File: src/rtl/ip_rewrite_tile_ctrl_resp.sv
`default_nettype none
// ============================================================================
// Module   : ip_rewrite_tile_ctrl_resp
// Brief    : Rewrite-notification responder: accepts header+body from the NoC,
//            commits the entry to the rewrite table, returns a one-flit ack.
// Revision : 1.0 - initial release
// ============================================================================
module ip_rewrite_tile_ctrl_resp #(
    parameter int NOC_DATA_W  = 512,
    parameter int NUM_ENTRIES = 1024,
    parameter int IDX_W       = $clog2(NUM_ENTRIES)
) (
    input  logic                  clk,
    input  logic                  rst_n,
    input  logic                  noc_in_val,
    input  logic [NOC_DATA_W-1:0] noc_in_data,
    output logic                  noc_in_rdy,
    output logic                  noc_out_val,
    output logic [NOC_DATA_W-1:0] noc_out_data,
    input  logic                  noc_out_rdy,
    output logic                  tbl_wr_val,
    output logic [IDX_W-1:0]      tbl_wr_idx,
    output logic [31:0]           tbl_wr_ip,
    output logic                  tbl_wr_en,
    input  logic                  tbl_wr_rdy,
    output logic [31:0]           upd_cnt,
    output logic [15:0]           err_cnt
);

    localparam logic [7:0] c_rewrite_notif = 8'h20;
    localparam logic [7:0] c_ack_type      = 8'h21;

    typedef enum logic [2:0] {
        S_WAIT_HDR  = 3'd0,
        S_DROP_BODY = 3'd1,
        S_WAIT_BODY = 3'd2,
        S_WRITE_TBL = 3'd3,
        S_SEND_ACK  = 3'd4
    } state_t;

    state_t      state_q, state_d;
    logic        alive_q, alive_d;
    logic [7:0]  src_x_q, src_x_d;
    logic [7:0]  src_y_q, src_y_d;
    logic [3:0]  src_f_q, src_f_d;
    logic [15:0] idx_q, idx_d;
    logic [31:0] ip_q, ip_d;
    logic        en_q, en_d;
    logic        status_q, status_d;
    logic [31:0] upd_cnt_q, upd_cnt_d;
    logic [15:0] err_cnt_q, err_cnt_d;

    logic        w_in_hs;
    logic        w_idx_ok;
    logic        w_in_state;

    // alive_q keeps noc_in_rdy low until the first edge after reset release
    assign w_in_state = (state_q == S_WAIT_HDR) || (state_q == S_DROP_BODY) ||
                        (state_q == S_WAIT_BODY);
    assign noc_in_rdy  = alive_q & w_in_state;
    assign tbl_wr_val  = (state_q == S_WRITE_TBL);
    assign noc_out_val = (state_q == S_SEND_ACK);
    assign w_in_hs     = noc_in_val & noc_in_rdy;
    assign w_idx_ok    = (32'(noc_in_data[15:0]) < 32'(NUM_ENTRIES));

    always_comb begin
        state_d   = state_q;
        alive_d   = 1'b1;
        src_x_d   = src_x_q;
        src_y_d   = src_y_q;
        src_f_d   = src_f_q;
        idx_d     = idx_q;
        ip_d      = ip_q;
        en_d      = en_q;
        status_d  = status_q;
        upd_cnt_d = upd_cnt_q;
        err_cnt_d = err_cnt_q;
        case (state_q)
            S_WAIT_HDR: begin
                if (w_in_hs) begin
                    src_x_d = noc_in_data[15:8];
                    src_y_d = noc_in_data[23:16];
                    src_f_d = noc_in_data[27:24];
                    if (noc_in_data[7:0] == c_rewrite_notif) begin
                        state_d = S_WAIT_BODY;
                    end else begin
                        state_d   = S_DROP_BODY;
                        err_cnt_d = (err_cnt_q == '1) ? err_cnt_q : err_cnt_q + 16'd1;
                    end
                end
            end
            S_DROP_BODY: begin
                if (w_in_hs) begin
                    state_d = S_WAIT_HDR;
                end
            end
            S_WAIT_BODY: begin
                if (w_in_hs) begin
                    idx_d = noc_in_data[15:0];
                    ip_d  = noc_in_data[47:16];
                    en_d  = noc_in_data[48];
                    if (w_idx_ok) begin
                        state_d = S_WRITE_TBL;
                    end else begin
                        status_d  = 1'b0;
                        err_cnt_d = (err_cnt_q == '1) ? err_cnt_q : err_cnt_q + 16'd1;
                        state_d   = S_SEND_ACK;
                    end
                end
            end
            S_WRITE_TBL: begin
                if (tbl_wr_rdy) begin
                    status_d = 1'b1;
                    state_d  = S_SEND_ACK;
                end
            end
            S_SEND_ACK: begin
                if (noc_out_rdy) begin
                    state_d = S_WAIT_HDR;
                    if (status_q) begin
                        upd_cnt_d = (upd_cnt_q == '1) ? upd_cnt_q : upd_cnt_q + 32'd1;
                    end
                end
            end
            default: state_d = S_WAIT_HDR;
        endcase
    end

    always_ff @(posedge clk or negedge rst_n) begin
        if (!rst_n) begin
            state_q   <= S_WAIT_HDR;
            alive_q   <= 1'b0;
            src_x_q   <= 8'd0;
            src_y_q   <= 8'd0;
            src_f_q   <= 4'd0;
            idx_q     <= 16'd0;
            ip_q      <= 32'd0;
            en_q      <= 1'b0;
            status_q  <= 1'b0;
            upd_cnt_q <= 32'd0;
            err_cnt_q <= 16'd0;
        end else begin
            state_q   <= state_d;
            alive_q   <= alive_d;
            src_x_q   <= src_x_d;
            src_y_q   <= src_y_d;
            src_f_q   <= src_f_d;
            idx_q     <= idx_d;
            ip_q      <= ip_d;
            en_q      <= en_d;
            status_q  <= status_d;
            upd_cnt_q <= upd_cnt_d;
            err_cnt_q <= err_cnt_d;
        end
    end

    logic [IDX_W-1:0] w_idx_trunc;

    generate
        if (IDX_W < 16) begin : g_idx_narrow
            logic unused_idx_hi;
            assign w_idx_trunc   = idx_q[IDX_W-1:0];
            assign unused_idx_hi = ^idx_q[15:IDX_W];
        end else if (IDX_W == 16) begin : g_idx_exact
            assign w_idx_trunc = idx_q;
        end else begin : g_idx_wide
            assign w_idx_trunc = {{(IDX_W-16){1'b0}}, idx_q};
        end
    endgenerate

    // Data outputs read as zero outside their valid state so reset shows all-zero
    assign tbl_wr_idx = tbl_wr_val ? w_idx_trunc : '0;
    assign tbl_wr_ip  = tbl_wr_val ? ip_q : 32'd0;
    assign tbl_wr_en  = tbl_wr_val & en_q;

    always_comb begin
        noc_out_data = '0;
        if (state_q == S_SEND_ACK) begin
            noc_out_data[7:0]   = c_ack_type;
            noc_out_data[15:8]  = src_x_q;
            noc_out_data[23:16] = src_y_q;
            noc_out_data[27:24] = src_f_q;
            noc_out_data[28]    = status_q;
        end
    end

    assign upd_cnt = upd_cnt_q;
    assign err_cnt = err_cnt_q;

    logic unused_in_hi;
    assign unused_in_hi = ^noc_in_data[NOC_DATA_W-1:49];

endmodule
`default_nettype wire
File: config.mk
export PLATFORM = sky130hd
export DESIGN_NAME = ip_rewrite_tile_ctrl_resp
export DESIGN_NICKNAME = d
export VERILOG_FILES = /design/src/rtl/ip_rewrite_tile_ctrl_resp.sv
export SDC_FILE = /design/constraint.sdc
export NUM_CORES = 1
export LEC_CHECK = 0
export BUFFER_PORTS_ARGS = -buffer_cell sky130_fd_sc_hd__buf_2
export CORE_AREA = 2 2 436 438
export CTS_BUF_LIST = sky130_fd_sc_hd__clkbuf_4
export DETAILED_ROUTE_END_ITERATION = 8
export DIE_AREA = 0 0 438 440
export GPL_ROUTABILITY_DRIVEN = 0
export GPL_TIMING_DRIVEN = 0
export SETUP_SLACK_MARGIN = 0.4
export SYNTH_ARGS = -nofsm -noshare
export SYNTH_HDL_FRONTEND = slang
export SYNTH_SLANG_ARGS = --single-unit
File: constraint.sdc
create_clock -name clk -period 5.25 [get_ports clk]
set_input_delay 0.7875 -clock clk [delete_from_list [all_inputs] [get_ports clk]]
set_output_delay 0.7875 -clock clk [all_outputs]
set_load 0.02 [all_outputs]
After elaboration in Yosys (flattened, before gate mapping)
Index checks and enable logic that the tools add are counted.
{ "classes": {"eq_ne": 14, "n_reduce_logical": 11, "add_sub_neg": 2, "n_bitwise": 4, "n_mux": 21, "n_lt_le_gt_ge": 1} }
{ "op_table": {"columns": ["operator", "count"], "rows": [
  ["$mux W16", 5],
  ["$add A32 B1 Y32 const B", 1],
  ["$eq A32 B32 Y1 const B", 1],
  ["$mux W32", 1],
  ["$pmux W16 S2", 1],
  ["$mux W29", 1],
  ["$mux W3", 6],
  ["$add A16 B1 Y16 const B", 1],
  ["$eq A16 B16 Y1 const B", 1],
  ["$lt A16 B11 Y1 const B", 1],
  ["$pmux W3 S5", 1],
  ["$mux W10", 1],
  ["$ne A2 B2 Y1 const B", 5],
  ["$reduce_and A5 Y1", 2],
  ["$eq A8 B6 Y1 const B", 1],
  ["$reduce_and A4 Y1", 2],
  ["$eq A3 B2 Y1 const B", 2],
  ["$ne A2 B1 Y1 const B", 2],
  ["$reduce_and A2 Y1", 2],
  ["$reduce_bool A2 Y1", 2],
  ["$and A1 B1 Y1", 3],
  ["$eq A3 B1 Y1 const B", 1],
  ["$eq A3 B3 Y1 const B", 1],
  ["$logic_not A3 Y1", 1],
  ["5 further kinds", 8]
]} }
{ "totals": {"out_inout_bits": 606, "in_bits": 517, "regBits": 116, "word_cells": 64} }

Logic depth before layout (Yosys ltp)
Gate-level depths: netlist of the first run.
{ "logic_depth": {"word_depth": 7, "depth_mapped": 8, "ltp_nobuf": 7} }

Least setup slack after synthesis of the first run
No wires, ideal clock.
{ "synth_timing": {"path_kind": "register -> output", "from": "register state_q[0]", "to": "output port noc_out_data[19]", "path_buffers": 2, "setup_slack_ns": 2.840, "required_time_ns": 4.463, "path_stages_with_launch": 6, "arrival_ns": 1.623, "path_cell_list": "dfrtp_1 > buf_6 > or3b_1 > inv_1 > clkbuf_1 > and2_1"} }
{ "synth_between": {"elab_chain_cells": 2} }
{ "synth_lines": {"columns": ["item", "line_no", "text"], "rows": [
  ["from (decl)", "41", "state_t state_q, state_d;"],
  ["from (signal assigned)", "143", "state_q <= state_d;"],
  ["$eq A3 B3 Y1", null, null],
  ["via noc_out_val", "18", "output logic noc_out_val,"],
  ["$mux W29", "178", "if (state_q == S_SEND_ACK) begin"],
  ["to (decl)", "19", "output logic [NOC_DATA_W-1:0] noc_out_data,"]
]} }
The timed path passes the listed nets, and every way through them passes these cells.

Final worst setup path of the first run
{ "layout_timing": {"from": "register state_q[2]", "to": "output port tbl_wr_idx[6]"} }
{ "layout_between": {"elab_chain_cells": 2} }
{ "layout_lines": {"columns": ["item", "line_no", "text"], "rows": [
  ["$eq A3 B2 Y1", "61", "assign tbl_wr_val = (state_q == S_WRITE_TBL);"],
  ["$mux W10", "172", "assign tbl_wr_idx = tbl_wr_val ? w_idx_trunc : '0;"],
  ["to (decl)", "22", "output logic [IDX_W-1:0] tbl_wr_idx,"]
]} }
Every way passes these cells.

==> results.yml, run 1 <==
global_routing:
  grtUsageTotal_pct: 2.698
  antenna_found_initial: 10
  grt_pass1_wl_um: 36760
  grt_pass1_vias: 5415
  grt_start_max_net_pins: 72
  grt-ovfl-total: 0
setup_path:
  crit_type: "reg2out"
  rrSetupSlack_ns: 2.49
  crit_path_top_delay_cell: "clkbuf_1"
  r2r_end: "src_y_q[1]$_DFFE_PN0P_"
  critPathMaxFanout: 10
  cpPeakStageDelay_ns: 0.69
  r2r_start: "state_q[0]$_DFFE_PN0P_"
  reg2reg_depth: 6
  cp_cell_sequence: "inv_1 -> and3_1 -> clkbuf_1 -> clkbuf_1 -> and2_1 -> buf_2"
  cpMostUsedCell: "clkbuf_1"
  critPathCaptureType: "output port"
  cp.required_ns: 4.46
  worst_setup_path_start_kind: "flip-flop"
  critPathArrivalTime_ns: 3.25
floorplanning:
  start_util_pct: 4.792
  fp.dieW_um: 438
  ioPinCount: 1123
  rows: 160
  fp.dieArea_um2: 192700
  die_h_um: 440
  core_area_um2: 188600
synthesis:
  syn_inst: 951
  synth.distinct_cells: 39
  synth-async-reset-ratio_pct: 100.0
  ys_ff_latch: 116
  synth-seq-area-share_pct: 32.12
  syn_area_um2: 9036
  synth-edff-count: 0
  yosys_warnings: 0
  synth.avg_cell_area_um2: 9.502
  ys.flop_type: "dfrtp_1"
timing:
  skew_ns: 0.07337
  holdWs_ns: 0.2500
  setup_viol: 0
  final.period_utilization_pct: 76.85
  max_freq_mhz: 247.9
  rsz0062_at_grt: "no"
  finalHoldViolCount: 0
  min_period_ns: 4.035
  slew_headroom_pct: 24.98
  worst_slew_pin_slew_ns: 1.125
  final_max_slew_viol_count: 0
clocking:
  clockBufferDepth: 2
  ctsHtreeMaxLevel: 4
  cts-root-buf: "clkbuf_4"
  clock_latency_ns: 0.79
  cts_sinks: 116
  cts_tree: "yes"
  cts_buffers: 17
  cts.reportedPaths.clkPinSlew_ns: 0.18
routing:
  wl_per_cell_um: 6.847
  postRouteAntennaNets: 0
  drc: 0
  dr_total_vias: 6940
  drt_wl_total_um: 28470
  initialDrtViolationCount: 207
  viasPerCell: 1.669
  drtPass1Iterations: 4
finish:
  nNetsFinal: 2150
  area_growth_pct: 68.15
  drive_gt1_share_pct: 46.84
  final_core_util_pct: 8.057
  final_common_cell: "buf_4"
  final_cell_mix: "491 x buf_4, 490 x conb_1, 169 x buf_2"
  fill_cells: 22060
run_status:
  status: "completed"
min_path:
  hp-class: "in2reg"
  min_to: "ip_q[28]$_DFFE_PN0P_"
  holdPathStages: 2
  min-delay-start: "noc_in_data[44]"
run:
  maxCapViolCount: 0
pwr:
  p_leak_nw: 7.819
  power_density_nw_per_um2: 170.0
  ir_worst_vdd_v: 0.0001781
placed_design:
  io_buffers: 170
  dp_hpwl_um: 23840
==> where the power goes <==
| part | switching, W | total, W | internal (W) |
|---|---|---|---|
| logic | 0.000472 | 0.000813 | 0.000340 |
| clock network | 0.000512 | 0.000755 | 0.000243 |
| registers | 0.0000500 | 0.00102 | 0.000965 |
| total | 0.00103 | 0.00258 | 0.00155 |
==> cell type report <==
cell class | count | area (µm²) | area share (%)
Antenna cell | 3 | 7.507 | 0.04941
Buffer | 507 | 3754 | 24.70
Clock buffer | 18 | 135.1 | 0.8893
Clock inverter | 14 | 126.4 | 0.8317
Inverter | 5 | 18.77 | 0.1235
Multi-Input combinational cell | 811 | 4203 | 27.66
Sequential cell | 116 | 2903 | 19.10
Tap cell | 2511 | 3142 | 20.68
Timing Repair Buffer | 173 | 905.9 | 5.962
==> how the worst max path moves through the flow <==
stage / from / to / slack [ns]
floorplan: state_q[0]$_DFFE_PN0P_ / noc_out_data[19] / 2.84
global placement: noc_in_data[3] / err_cnt[1]$_DFFE_PN0P_ / -0.10
detailed placement: state_q[2]$_DFFE_PN0P_ / tbl_wr_ip[27] / 1.58
CTS: state_q[2]$_DFFE_PN0P_ / tbl_wr_ip[27] / 0.63
global route: state_q[2]$_DFFE_PN0P_ / tbl_wr_ip[27] / 0.73
finish: state_q[2]$_DFFE_PN0P_ / tbl_wr_idx[6] / 1.22
==> logic make-up (layout without fill, tap and decap cells) <==
group	after synthesis	count (layout)	share of synthesized area [%]
buffers and inverters	512	717	41.75
AND/OR/NAND/NOR	194	194	12.09
flip-flops	116	116	32.12
multiplexers	67	67	8.349
XOR/XNOR	43	43	4.168
AO/OA/AOI/OAI	15	15	1.163
adder cells (fa/ha/maj)	2	2	0.2769
other	2	493	0.08311
==> synthesized netlist by cell type (all sizes together) (5+ instances only) <==
library cell / count / share of area (%)
mux2: 67 / 8.3
nor2: 23 / 0.96
buf: 493 / 41
nand2: 30 / 1.2
clkbuf: 14 / 0.58
and2: 68 / 4.7
nor4: 6 / 0.55
xor2: 13 / 1.3
nand4: 13 / 0.97
nand3: 25 / 1.4
xnor2: 30 / 2.9
nor3: 8 / 0.50
and3: 9 / 0.62
dfrtp: 116 / 32
inv: 5 / 0.21
==> what timing repair did <==
action	in CTS	in global routing
gates resized for setup	0	0
buffers inserted	0	0
endpoints found under the setup margin	0	0
hold buffers	1	0
hold endpoints to repair	45	0
==> registers in the layout, indices dropped and copies added (netlist names) <==
name      cells
state_q       3
en_q          1
ip_q         32
status_q      1
src_y_q       8
upd_cnt      32
src_f_q       4
idx_q        10
err_cnt      16
alive_q       1
src_x_q       8
==> through the flow <==
step / setup slack, ns / power (W) / instances / TNS [ns] / instance area [µm²]
after global routing: 0.7270 / 0.002755 / 4156 / 0 / 15190
after global placement: -0.1030 / 0.001815 / 4120 / -0.2013 / 14860
after CTS: 0.6336 / 0.002650 / 4155 / 0 / 15190
after floorplan: 2.840 / 0.001720 / 1439 / 0 / 10870
final: 1.215 / 0.002583 / 4158 / 0 / 15190
after detailed placement: 1.579 / 0.001831 / 4122 / 0 / 14920
==> worst max-delay path, delay by kind of cell, from the launching register on <==
| kind | cells | cell delay (ns) |
|---|---|---|
| DFF | 1 | 0.44 |
| buffers and inverters | 4 | 1.61 |
| and+or+nand+nor | 2 | 0.45 |
==> metal layers <==
metal,vias to the layer above,track usage [%],part of all wire [%]
met3,32,1.059,11
met4,4,1.046,2.1
met2,392,4.668,53
met1,3060,2.947,35
met5,-,0,0.081
li1,3452,-,-
(Power assumes the default switching activity.)
==> run 2: changes to the inputs <==
- clock period: 5.25 -> 4.11 ns (I/O delays scaled with it)
==> results.yml, run 2 (same netlist as run 1, synthesis figures left out) <==
placed_design:
  io_buffers: 170
  dpl_cell_area_um2: 14920
  dp_hpwl_um: 23840
  dp.cells: 4122
setup_path:
  crit_start: "state_q[2]$_DFFE_PN0P_"
  crit_type: "reg2out"
  cpMostUsedCell: "clkbuf_2"
  critPathTopFamily: "buffers and inverters"
  critPathArrivalTime_ns: 2.71
  critPathCaptureType: "output port"
  rrSetupSlack_ns: 1.35
  path_buf_inv: 4
  reg2reg_depth: 6
  crit_path_top_delay_cell: "dfrtp_1"
  critPathMaxFanout: 10
  cpPeakStageDelay_ns: 0.44
  r2r_end: "src_y_q[1]$_DFFE_PN0P_"
  cp.required_ns: 3.49
  cp_cell_sequence: "inv_1 -> and3_1 -> clkbuf_2 -> clkbuf_2 -> and2_1 -> buf_2"
  r2r_start: "state_q[0]$_DFFE_PN0P_"
  worst_setup_path_start_kind: "flip-flop"
clocking:
  cts-root-buf: "clkbuf_4"
  clock_latency_ns: 0.80
  cts_buffers: 17
  cts_tree: "yes"
  clockBufferDepth: 2
  cts.reportedPaths.clkPinSlew_ns: 0.13
  ctsHtreeMaxLevel: 4
  cts_sinks: 116
min_path:
  min_to: "idx_q[5]$_DFFE_PN0P_"
  hp-class: "in2reg"
  holdPathStages: 2
  min-delay-start: "noc_in_data[5]"
routing:
  postRouteAntennaNets: 0
  initialDrtViolationCount: 215
  drt_wl_total_um: 29000
  wl_per_cell_um: 6.901
  drtPass1Iterations: 4
  drc: 0
  dr_total_vias: 7134
  viasPerCell: 1.698
timing:
  slew_headroom_pct: 25.50
  min_period_ns: 3.328
  tns_ns: 0
  skew_ns: 0.07844
  max_freq_mhz: 300.4
  final_max_slew_viol_count: 0
  final.period_utilization_pct: 80.98
  setup_viol: 0
  worst_slew_pin_slew_ns: 1.117
  rsz0062_at_grt: "no"
  finalHoldViolCount: 0
finish:
  drive_gt1_share_pct: 45.94
  final_cells: 4202
  nNetsFinal: 2193
  design_area_um2: 15630
  area_growth_pct: 73.01
  final_core_util_pct: 8.290
  fill_cells: 22000
  final_common_cell: "buf_4"
  seq_area_um2: 2903
  multi_input_area_um2: 4203
  final_cell_mix: "491 x buf_4, 490 x conb_1, 169 x buf_2"
global_routing:
  grt_start_max_net_pins: 72
  grt_pass1_wl_um: 37720
  antenna_found_initial: 9
  grtUsageTotal_pct: 2.749
  grt_pass1_vias: 5690
  grt-ovfl-total: 0
pwr:
  power_density_nw_per_um2: 213.3
  p_total_w: 0.003335
  ir_worst_vdd_v: 0.0002275
  p_leak_nw: 8.016
run_status:
  status: "completed"
floorplanning:
  die_h_um: 440
  core_area_um2: 188600
  fp.dieW_um: 438
  fp.dieArea_um2: 192700
  ioPinCount: 1123
  start_util_pct: 4.792
  rows: 160
run:
  maxCapViolCount: 0
==> run 2: cell types whose count changed in the layout (fill, tap and decap cells not counted) <==
cell	change
diode_2	+1
dlygate4sd3_1	+43
clkbuf_1	-5
clkbuf_2	+5
==> run 2: worst reg2reg max path: cells and delay by family, from the launching register on <==
family | cells | cell delay (ns)
buffers and inverters | 2 | 0.95
and+or+nand+nor | 3 | 0.88
muxes | 1 | 0.43
DFF | 1 | 0.40
==> run 2: how the worst max path moves through the flow <==
| stage | cells after the start | to | slack, ns |
|---|---|---|---|
| floorplan | 5 | noc_out_data[19] | 1.87 |
| global placement | 6 | err_cnt[1]$_DFFE_PN0P_ | -1.07 |
| detailed placement | 6 | tbl_wr_ip[27] | 0.61 |
| CTS | 6 | tbl_wr_ip[27] | 0.38 |
| global route | 6 | tbl_wr_ip[27] | 0.44 |
| finish | 6 | tbl_wr_ip[27] | 0.78 |
==> run 2: routing by layer <==
metal | vias up | wire length (µm) | part of all wire, % | global-route usage (%)
met5 | - | 9 | 0.031 | 0
met3 | 36 | 3066 | 11 | 1.092
met1 | 3158 | 9959 | 34 | 2.963
met4 | 2 | 709 | 2.4 | 1.101
li1 | 3536 | - | - | -
met2 | 402 | 15250 | 53 | 4.783
==> run 2: what timing repair did <==
item | 4_1_cts | 5_1_grt
setup endpoints to repair | 52 | 0
buffers inserted | 0 | 0
endpoints found under the hold margin | 102 | 0
hold buffers | 44 | 0
resized for setup | 5 | 0
==> run 2: final cells by class <==
type / count / area share (%)
inverters: 5 / 0.1200
flip-flops and latches: 116 / 18.57
well taps: 2511 / 20.10
diodes: 4 / 0.06403
repair buffers: 216 / 8.547
clock inverters: 14 / 0.8083
multi-input cells: 811 / 26.88
clock buffers: 18 / 0.8644
plain buffers: 507 / 24.05
==> run 2: stage by stage <==
stage	setup WS, ns	hold WS (ns)
global placement	-1.072	0.4713
CTS	0.3793	0.01285
finish	0.7816	0.1665
floorplan	1.871	0.3209
global route	0.4377	0.07182
detailed placement	0.6100	0.4823
==> run 2: report_power, final <==
part / switching (W) / internal (W)
Clock: 0.000655 / 0.000310
Combinational: 0.000610 / 0.000462
Sequential: 0.0000644 / 0.00123
Total: 0.00133 / 0.00201
